**config.mk**
```make
export PLATFORM = sky130hd
export DESIGN_NAME = fetch_stage
export DESIGN_NICKNAME = d
export VERILOG_FILES = /design/src/rtl/core_pkg.sv /design/src/rtl/fetch_stage_if_id_reg.sv /design/src/rtl/fetch_stage.sv
export SDC_FILE = /design/constraint.sdc
export NUM_CORES = 1
export LEC_CHECK = 0
export ABC_AREA = 0
export CORE_ASPECT_RATIO = 1.4
export CORE_MARGIN = 2
export CORE_UTILIZATION = 43
export CTS_CLUSTER_DIAMETER = 80
export DETAILED_ROUTE_END_ITERATION = 10
export GPL_TIMING_DRIVEN = 0
export PLACE_DENSITY = 0.74
export SYNTH_ARGS = -nofsm -noshare
export SYNTH_HDL_FRONTEND = slang
export SYNTH_HIERARCHICAL = 1
export SYNTH_SLANG_ARGS = --single-unit
```
**constraint.sdc**
```tcl
create_clock -name clk -period 2.2 [get_ports clk]
set_input_delay 0.44 -clock clk [delete_from_list [all_inputs] [get_ports clk]]
set_output_delay 0.44 -clock clk [all_outputs]
set_load 0.005 [all_outputs]
```
**src/rtl/core_pkg.sv**
```systemverilog
// Shared definitions for the pipelined core.
// Contents:
//   ADDR_W        - default address width, shared with decode and execute
//   PC_INC        - byte increment between sequential instructions
//   addr_t        - address-width word type
//   fetch_state_t - fetch-stage control states
package core_pkg;

  localparam int ADDR_W = 8;
  localparam int PC_INC = 4;

  typedef logic [ADDR_W-1:0] addr_t;

  typedef enum logic [1:0] {
    BOOT,
    RUN,
    HALT
  } fetch_state_t;

endpackage

```
**src/rtl/fetch_stage_if_id_reg.sv**
```systemverilog
// Generic pipeline register stage: PC, PC+4 and a valid bit.
// It is written to be reused for later stages such as ID/EX.
// Ports:
//   clk          - clock, rising edge
//   rst          - asynchronous active-low reset; clears all contents
//   en           - load enable; when low, the contents hold
//   flush        - synchronous clear of the valid bit; wins over en
//   pc_in        - PC to capture
//   pcplus4_in   - PC+4 to capture
//   valid_in     - valid bit to capture
//   pc_q         - registered PC
//   pcplus4_q    - registered PC+4
//   valid_q      - registered valid bit (0 = bubble)
module if_id_reg #(
  parameter int WIDTH = 8
) (
  input  logic             clk,
  input  logic             rst,
  input  logic             en,
  input  logic             flush,
  input  logic [WIDTH-1:0] pc_in,
  input  logic [WIDTH-1:0] pcplus4_in,
  input  logic             valid_in,
  output logic [WIDTH-1:0] pc_q,
  output logic [WIDTH-1:0] pcplus4_q,
  output logic             valid_q
);

  // A flush only turns the stage into a bubble.
  // The data fields are left alone because nothing downstream looks at them while valid is low.
  always_ff @(posedge clk or negedge rst) begin
    if (!rst) begin
      pc_q      <= '0;
      pcplus4_q <= '0;
      valid_q   <= 1'b0;
    end else if (flush) begin
      valid_q <= 1'b0;
    end else if (en) begin
      pc_q      <= pc_in;
      pcplus4_q <= pcplus4_in;
      valid_q   <= valid_in;
    end
  end

endmodule

```
**src/rtl/fetch_stage.sv**
```systemverilog
// Instruction-fetch stage.
// This module owns the program counter and the IF/ID register.
// It applies stall, branch redirect/flush and halt.
// It also keeps a saturating count of instructions passed into IF/ID.
// Ports:
//   clk          - clock, rising edge
//   rst          - asynchronous active-low reset
//   stall        - hold PC and IF/ID
//   PCsrc        - taken branch: redirect to pc_target and flush IF/ID
//   pc_target    - redirect address (low two bits ignored)
//   halt_req     - stop fetching; only reset leaves the halted state
//   PC           - fetch address to instruction memory
//   PC_D         - IF/ID registered PC
//   PCPlus4_D    - IF/ID registered PC+4
//   valid_D      - IF/ID holds a real instruction
//   halted       - stage is in HALT
//   fetch_count  - saturating count of instructions passed into IF/ID
module fetch_stage
  import core_pkg::*;
#(
  parameter int                      ADDRESS_WIDTH = 8,
  parameter logic [ADDRESS_WIDTH-1:0] RESET_PC     = '0,
  parameter int                      CNT_WIDTH     = 16
) (
  input  logic                     clk,
  input  logic                     rst,
  input  logic                     stall,
  input  logic                     PCsrc,
  input  logic [ADDRESS_WIDTH-1:0] pc_target,
  input  logic                     halt_req,
  output logic [ADDRESS_WIDTH-1:0] PC,
  output logic [ADDRESS_WIDTH-1:0] PC_D,
  output logic [ADDRESS_WIDTH-1:0] PCPlus4_D,
  output logic                     valid_D,
  output logic                     halted,
  output logic [CNT_WIDTH-1:0]     fetch_count
);

  // Instructions are word aligned, so the two low address bits are always cleared.
  localparam logic [ADDRESS_WIDTH-1:0] ALIGN_MASK = ~ADDRESS_WIDTH'(3);
  localparam logic [ADDRESS_WIDTH-1:0] PC_START   = RESET_PC & ALIGN_MASK;

  fetch_state_t state, state_next;

  logic [ADDRESS_WIDTH-1:0] pc_next;
  logic [ADDRESS_WIDTH-1:0] pc_plus4;
  logic                     ifid_en;
  logic                     ifid_flush;
  logic                     count_inc;

  assign pc_plus4 = PC + ADDRESS_WIDTH'(PC_INC);

  always_ff @(posedge clk or negedge rst) begin
    if (!rst) begin
      state <= BOOT;
    end else begin
      state <= state_next;
    end
  end

  // Next-state and next-PC selection.
  // Within RUN the priority is: halt, then redirect, then stall, then sequential fetch.
  // A redirect wins over a stall because the instruction held in IF/ID is on the wrong path anyway.
  always_comb begin
    state_next = state;
    pc_next    = PC;
    ifid_en    = 1'b0;
    ifid_flush = 1'b0;
    count_inc  = 1'b0;
    case (state)
      BOOT: begin
        ifid_flush = 1'b1;
        state_next = RUN;
      end
      RUN: begin
        if (halt_req) begin
          ifid_flush = 1'b1;
          state_next = HALT;
        end else if (PCsrc) begin
          ifid_flush = 1'b1;
          pc_next    = pc_target & ALIGN_MASK;
        end else if (!stall) begin
          ifid_en   = 1'b1;
          pc_next   = pc_plus4;
          count_inc = 1'b1;
        end
      end
      HALT: begin
        ifid_flush = 1'b1;
      end
      default: begin
        ifid_flush = 1'b1;
        state_next = HALT;
      end
    endcase
  end

  always_ff @(posedge clk or negedge rst) begin
    if (!rst) begin
      PC <= PC_START;
    end else begin
      PC <= pc_next;
    end
  end

  always_ff @(posedge clk or negedge rst) begin
    if (!rst) begin
      fetch_count <= '0;
    end else if (count_inc && (fetch_count != '1)) begin
      fetch_count <= fetch_count + CNT_WIDTH'(1);
    end
  end

  assign halted = (state == HALT);

  if_id_reg #(
    .WIDTH(ADDRESS_WIDTH)
  ) u_if_id (
    .clk        (clk),
    .rst        (rst),
    .en         (ifid_en),
    .flush      (ifid_flush),
    .pc_in      (PC),
    .pcplus4_in (pc_plus4),
    .valid_in   (1'b1),
    .pc_q       (PC_D),
    .pcplus4_q  (PCPlus4_D),
    .valid_q    (valid_D)
  );

endmodule

```
Yosys cells after proc, flatten, opt, wreduce, memory -nomap -nowiden
Index checks and enable logic that the tools add are counted.

operators by class
  $lt $le $gt $ge = 0
  reductions and logical operators = 6
  eq/ne operators = 5
  div/mod/pow operators = 0
  add/subtract/negate cells = 2
  bitwise operators = 3
  multiplexer cells = 13
  $mul = 0
  shift-type cells = 0

operators by type and width
  cell                   count
  $add 16x1->16 const B  1
  $mux 8                 2
  $ne 16x16->1 const B   1
  $mux 1                 9
  $add 8x3->8 const B    1
  $pmux 2 s3             1
  $reduce_and 2->1       2
  $not 1->1              3
  $reduce_and 3->1       1
  $eq 2x1->1 const B     1
  $eq 2x2->1 const B     1
  $logic_not 2->1        1
  $mux 2                 1
  $ne 2x1->1 const B     1
  $ne 2x2->1 const B     1
  $reduce_bool 2->1      1
  $logic_and 1x1->1      1

storage, ports and cells
  input bits = 13
  bits in writable memories = 0
  logic and storage cells = 35
  latch bits = 0
  bits in registers = 43
  ROM bits = 0
  memories = 0

Longest topological paths before layout
  depth after elaboration = 6
  mapped depth = 6
  gate-level depth less buffers = 5

Modules after synthesis
Netlist, hierarchy kept.

by module, submodules not included
  module       seq. area each (um^2)  instances  area each (um^2)  cells each
  fetch_stage  600.6                  1          1297.5            129
  if_id_reg    425.4                  1          701.9             38

Worst setup path before layout
OpenSTA, ideal clock, no wires.

  path kind = input-to-reg
  from = in PCsrc
  to = reg u_if_id.pc_q[0]
  setup slack = 0.053 ns
  stages = 6
  setup time = 0.125 ns
  arrival = 2.022 ns
  path buffers = 2
  cell sequence = or4b_4 nor2_2 nor2b_4 buf_6 buf_12 mux2_4

on the way
  elaborated cells on any way between the ends = 8
  classes of those cells = mux (6); bitwise (1); reduce/logical (1)

RTL lines
  item                               RTL line                     source
  start, declared                    fetch_stage.sv:28            input logic PCsrc,
  $mux 1 (3 in a row)                -
  via count_inc                      fetch_stage.sv:49            logic count_inc;
  $reduce_and 2->1 (no source line)  -
  end signal, assigned               fetch_stage_if_id_reg.sv:39  pc_q <= pc_in;
  end, declared                      fetch_stage_if_id_reg.sv:24  output logic [WIDTH-1:0] pc_q,

The timed path passes the listed nets, and every way through them passes these cells.
A chain may end at the register's enable or synchronous reset.

Final worst setup path
  from = in halt_req
  to = reg fetch_count[12]

on the way
  longest elaborated chain between the ends = 3

RTL lines
  item                  RTL line            source
  start, declared       fetch_stage.sv:30   input logic halt_req,
  $mux 1                fetch_stage.sv:76   if (halt_req) begin
  $mux 1                fetch_stage.sv:70   case (state)
  $logic_and 1x1->1     fetch_stage.sv:109  end else if (count_inc && (fetch_count != '1)) begin
  end signal, assigned  fetch_stage.sv:110  fetch_count <= fetch_count + CNT_WIDTH'(1);
  end, declared         fetch_stage.sv:36   output logic [CNT_WIDTH-1:0] fetch_count

No other way between the ends.

==> impl_metrics.csv <==
group,metric,value,unit
grt,overflow,0,
power_and_ir_drop,leakagePower,1.26,nW
logic_synthesis,syn_avg_cell_area,12.0,um^2
clocking,h-tree-depth,2,
placement,dp_hpwl,3050,um
worst_setup_path,cp.required,2.38,ns
clocking,clk_latency,0.29,ns
placement,portBuffers,50,
power_and_ir_drop,irDropWorstVdd,0.439,mV
logic_synthesis,ys_seq_area_share,51.3,%
timing,setup-violations-final,0,
detailed_routing,drc,0,
logic_synthesis,synth_ff_type,"dfrtp_1",
detailed_routing,antenna_left,0,
worst_setup_path,worst-path-buf-inv,2,
floorplanning,dieArea,5220,um^2
clocking,numCtsBuffers,5,
worst_setup_path,critPathMaxStageDelay,0.58,ns
layout,num-nets-final,252,
grt,grt_pass1_vias,1539,
floorplanning,coreArea,4500,um^2
clocking,cts.reportedPaths.clkPinSlew,0.08,ns
run,cap_violations,0,
clocking,cts_sinks,41,
logic_synthesis,synthArstFlopShare,100,%
logic_synthesis,synth_edf_count,0,
worst_setup_path,path_class,"in2reg",
logic_synthesis,synth.most_common_cell,"dfrtp_1",
layout,multi_input_area,928,um^2
logic_synthesis,ys_types,40,
timing,skew,0.00818,ns
logic_synthesis,netlist_top_cells_area,"dfrtp_1 (51%), mux2_4 (8.3%), xnor2_1 (5.7%), mux2_2 (3.4%), nand4_1 (3.1%)",
timing,final_max_slew_viol_count,0,
timing,period_share,95.1,%
layout,area_growth,41.1,%
floorplanning,die_y,84.7,um
worst_setup_path,arrival,2.27,ns
grt,antenna_found_initial,0,
grt,grt_max_degree,32,
grt,grt_pass1_wl,7220,um
timing,final.min_clock_period,2.09,ns
status,outcome,"finished, final reports clean",
detailed_routing,routed_via_density,5.12,
clocking,clockRootBuffer,"clkbuf_8",
logic_synthesis,yosys.area.top_type_share,51.3,%
layout,diodes,0,
worst_setup_path,start_kind,"input port",
floorplanning,dieWidth,61.6,um
layout,drive_gt1_share,17.6,%
worst_setup_path,reg2reg_depth,6,
detailed_routing,routedWlPerCell,14.4,um
detailed_routing,wirelength,4320,um
timing,hold_violations,0,
floorplanning,start_util,44.4,%
worst_setup_path,path_depth,6,
detailed_routing,num_vias,1537,
logic_synthesis,yosysWarnings,6,
worst_setup_path,endpoint_kind,"flop",
worst_setup_path,cpLargestDelayFamily,"simple AND/OR/NAND/NOR gates",
floorplanning,rows,29,
logic_synthesis,syn-instance-count,167,
logic_synthesis,yosys.area.top_type,"dfrtp_1",
min_path,hold_class,"in2async",
clocking,cts_tree,"yes",
detailed_routing,drt-pass1-iter-count,4,
timing,grt_setup_unrepaired,"false",
grt,grtUsageTotal,18.0,%
detailed_routing,first_iter_violations,67,
timing,fmax,0.478,GHz
logic_synthesis,syn_area,2000,um^2
worst_setup_path,crit_chain,"dlygate4sd2_1 > or4b_4 > buf_4 > nor4_4 > nand3_1 > mux2_4",
logic_synthesis,synth_commonest_cells,"dfrtp_1 (41), xnor2_1 (13), nand3_1 (12)",
placement,place_congestion,0.822,
logic_synthesis,ys_ff_latch,41,
worst_setup_path,crit_path_max_fanout,4,
layout,fillers,411,
layout,final-seq-area,1030,um^2
timing,hold_ws,0.0196,ns
worst_setup_path,critPathSlowestCell,"or4b_4",
power_and_ir_drop,power.density,606,nW/um^2
layout,fin_util,62.7,%
clocking,cts_buffer_depth,2,
floorplanning,boundaryPins,55,
-- per-stage QoR --
| step | total power [W] | instance area [um^2] | instances | setup slack (ns) | setup TNS (ns) |
|---|---|---|---|---|---|
| 2_1_floorplan | 0.000955 | 2020 | 172 | 0.0527 | 0 |
| 3_3_place_gp | 0.00110 | 2600 | 284 | -0.618 | -27.35 |
| 3_5_place_dp | 0.00111 | 2610 | 285 | -0.614 | -11.60 |
| 4_1_cts | 0.00173 | 2820 | 300 | 0.117 | 0 |
| 5_1_grt | 0.00180 | 2820 | 300 | 0.0111 | 0 |
| 6_report | 0.00171 | 2820 | 300 | 0.108 | 0 |
-- registers in the layout, indices dropped and copies added, names as in the netlist --
name	flops
state	2
PC	6
u_if_id/valid_q	1
u_if_id/pcplus4_q	8
u_if_id/pc_q	8
fetch_count	16
-- final cells by class --
type / instances / share of cell area (%)
plain buffers: 7 / 2.04
clock buffers: 7 / 3.06
well taps: 62 / 2.75
multi-input cells: 121 / 32.9
inverters: 3 / 0.399
flip-flops and latches: 41 / 36.4
repair buffers: 58 / 21.4
clock inverters: 1 / 1.06
-- worst reg2reg max path: cells and delay by family, from the launching register on --
| kind | cells | cell delay, ns |
|---|---|---|
| adder cells (fa/ha/maj) | 1 | 0.28 |
| buffers and inverters | 1 | 0.20 |
| AND/OR/NAND/NOR | 3 | 0.75 |
| flip-flops | 1 | 0.41 |
| multiplexers | 1 | 0.33 |
-- what timing repair did --
| action | 4_1_cts | 5_1_grt |
|---|---|---|
| gates resized for setup | 3 | 0 |
| endpoints found under the hold margin | 0 | 0 |
| setup endpoints to repair | 19 | 0 |
| hold buffers | 0 | 0 |
| buffers inserted | 6 | 0 |
-- report_power, final --
| group | internal [W] | switching, W |
|---|---|---|
| sequential | 0.000793 | 0.0000583 |
| combinational | 0.000141 | 0.0000970 |
| clock | 0.000370 | 0.000250 |
| total | 0.00130 | 0.000406 |
-- cells in the final DEF, fill, tap and decap left out, drive strengths merged, types with 2 or more instances in the layout --
master,count
clkdlybuf4s50,47
dfrtp,41
mux2,19
xnor2,13
buf,13
nand3,12
nand2,11
nand4,10
clkbuf,9
nor2,8
conb,7
o21ai,6
and3,4
inv,3
a31oi,3
a21oi,3
mux2i,3
nor2b,3
xor2,2
a21o,2
nand4b,2
ha,2
dlygate4sd2,2
-- logic make-up after synthesis --
logic type | count (synthesis) | synth area share (%)
other | 2 | 0.376
buffers and inverters | 10 | 3.44
muxes | 22 | 14.3
and+or+nand+nor | 58 | 17.5
DFF | 41 | 51.3
adders and majority gates | 2 | 1.25
AOI/OAI and AO/OA | 17 | 5.26
xor gates and xnor gates | 15 | 6.57
-- path summary, 6_finish.rpt --
path / to / slack [ns] / from
worst max-delay path: fetch_count[12] / 0.11 / halt_req
worst min-delay path: u_if_id/pcplus4_q[1] / 0.02 / rst
worst max register to register: fetch_count[1] / 0.12 / fetch_count[0]
worst min register to register: u_if_id/pc_q[4] / 0.51 / u_if_id/pc_q[4]
max in group asynchronous: fetch_count[0] / 1.72 / rst
min in group clk: u_if_id/pc_q[4] / 0.51 / u_if_id/pc_q[4]
-- per-layer routing --
layer  routed length [um]  up-vias  part of all wire (%)  GRT usage [%]
met3                  234       10                   5.4           3.85
met5                    0        -                     0              0
met2                 2200       55                    51           29.7
met4                   83        0                   1.9           5.80
met1                 1790      747                    42           22.8
li1                     -      725                     -              -
Power figures use the tool's default switching activity.
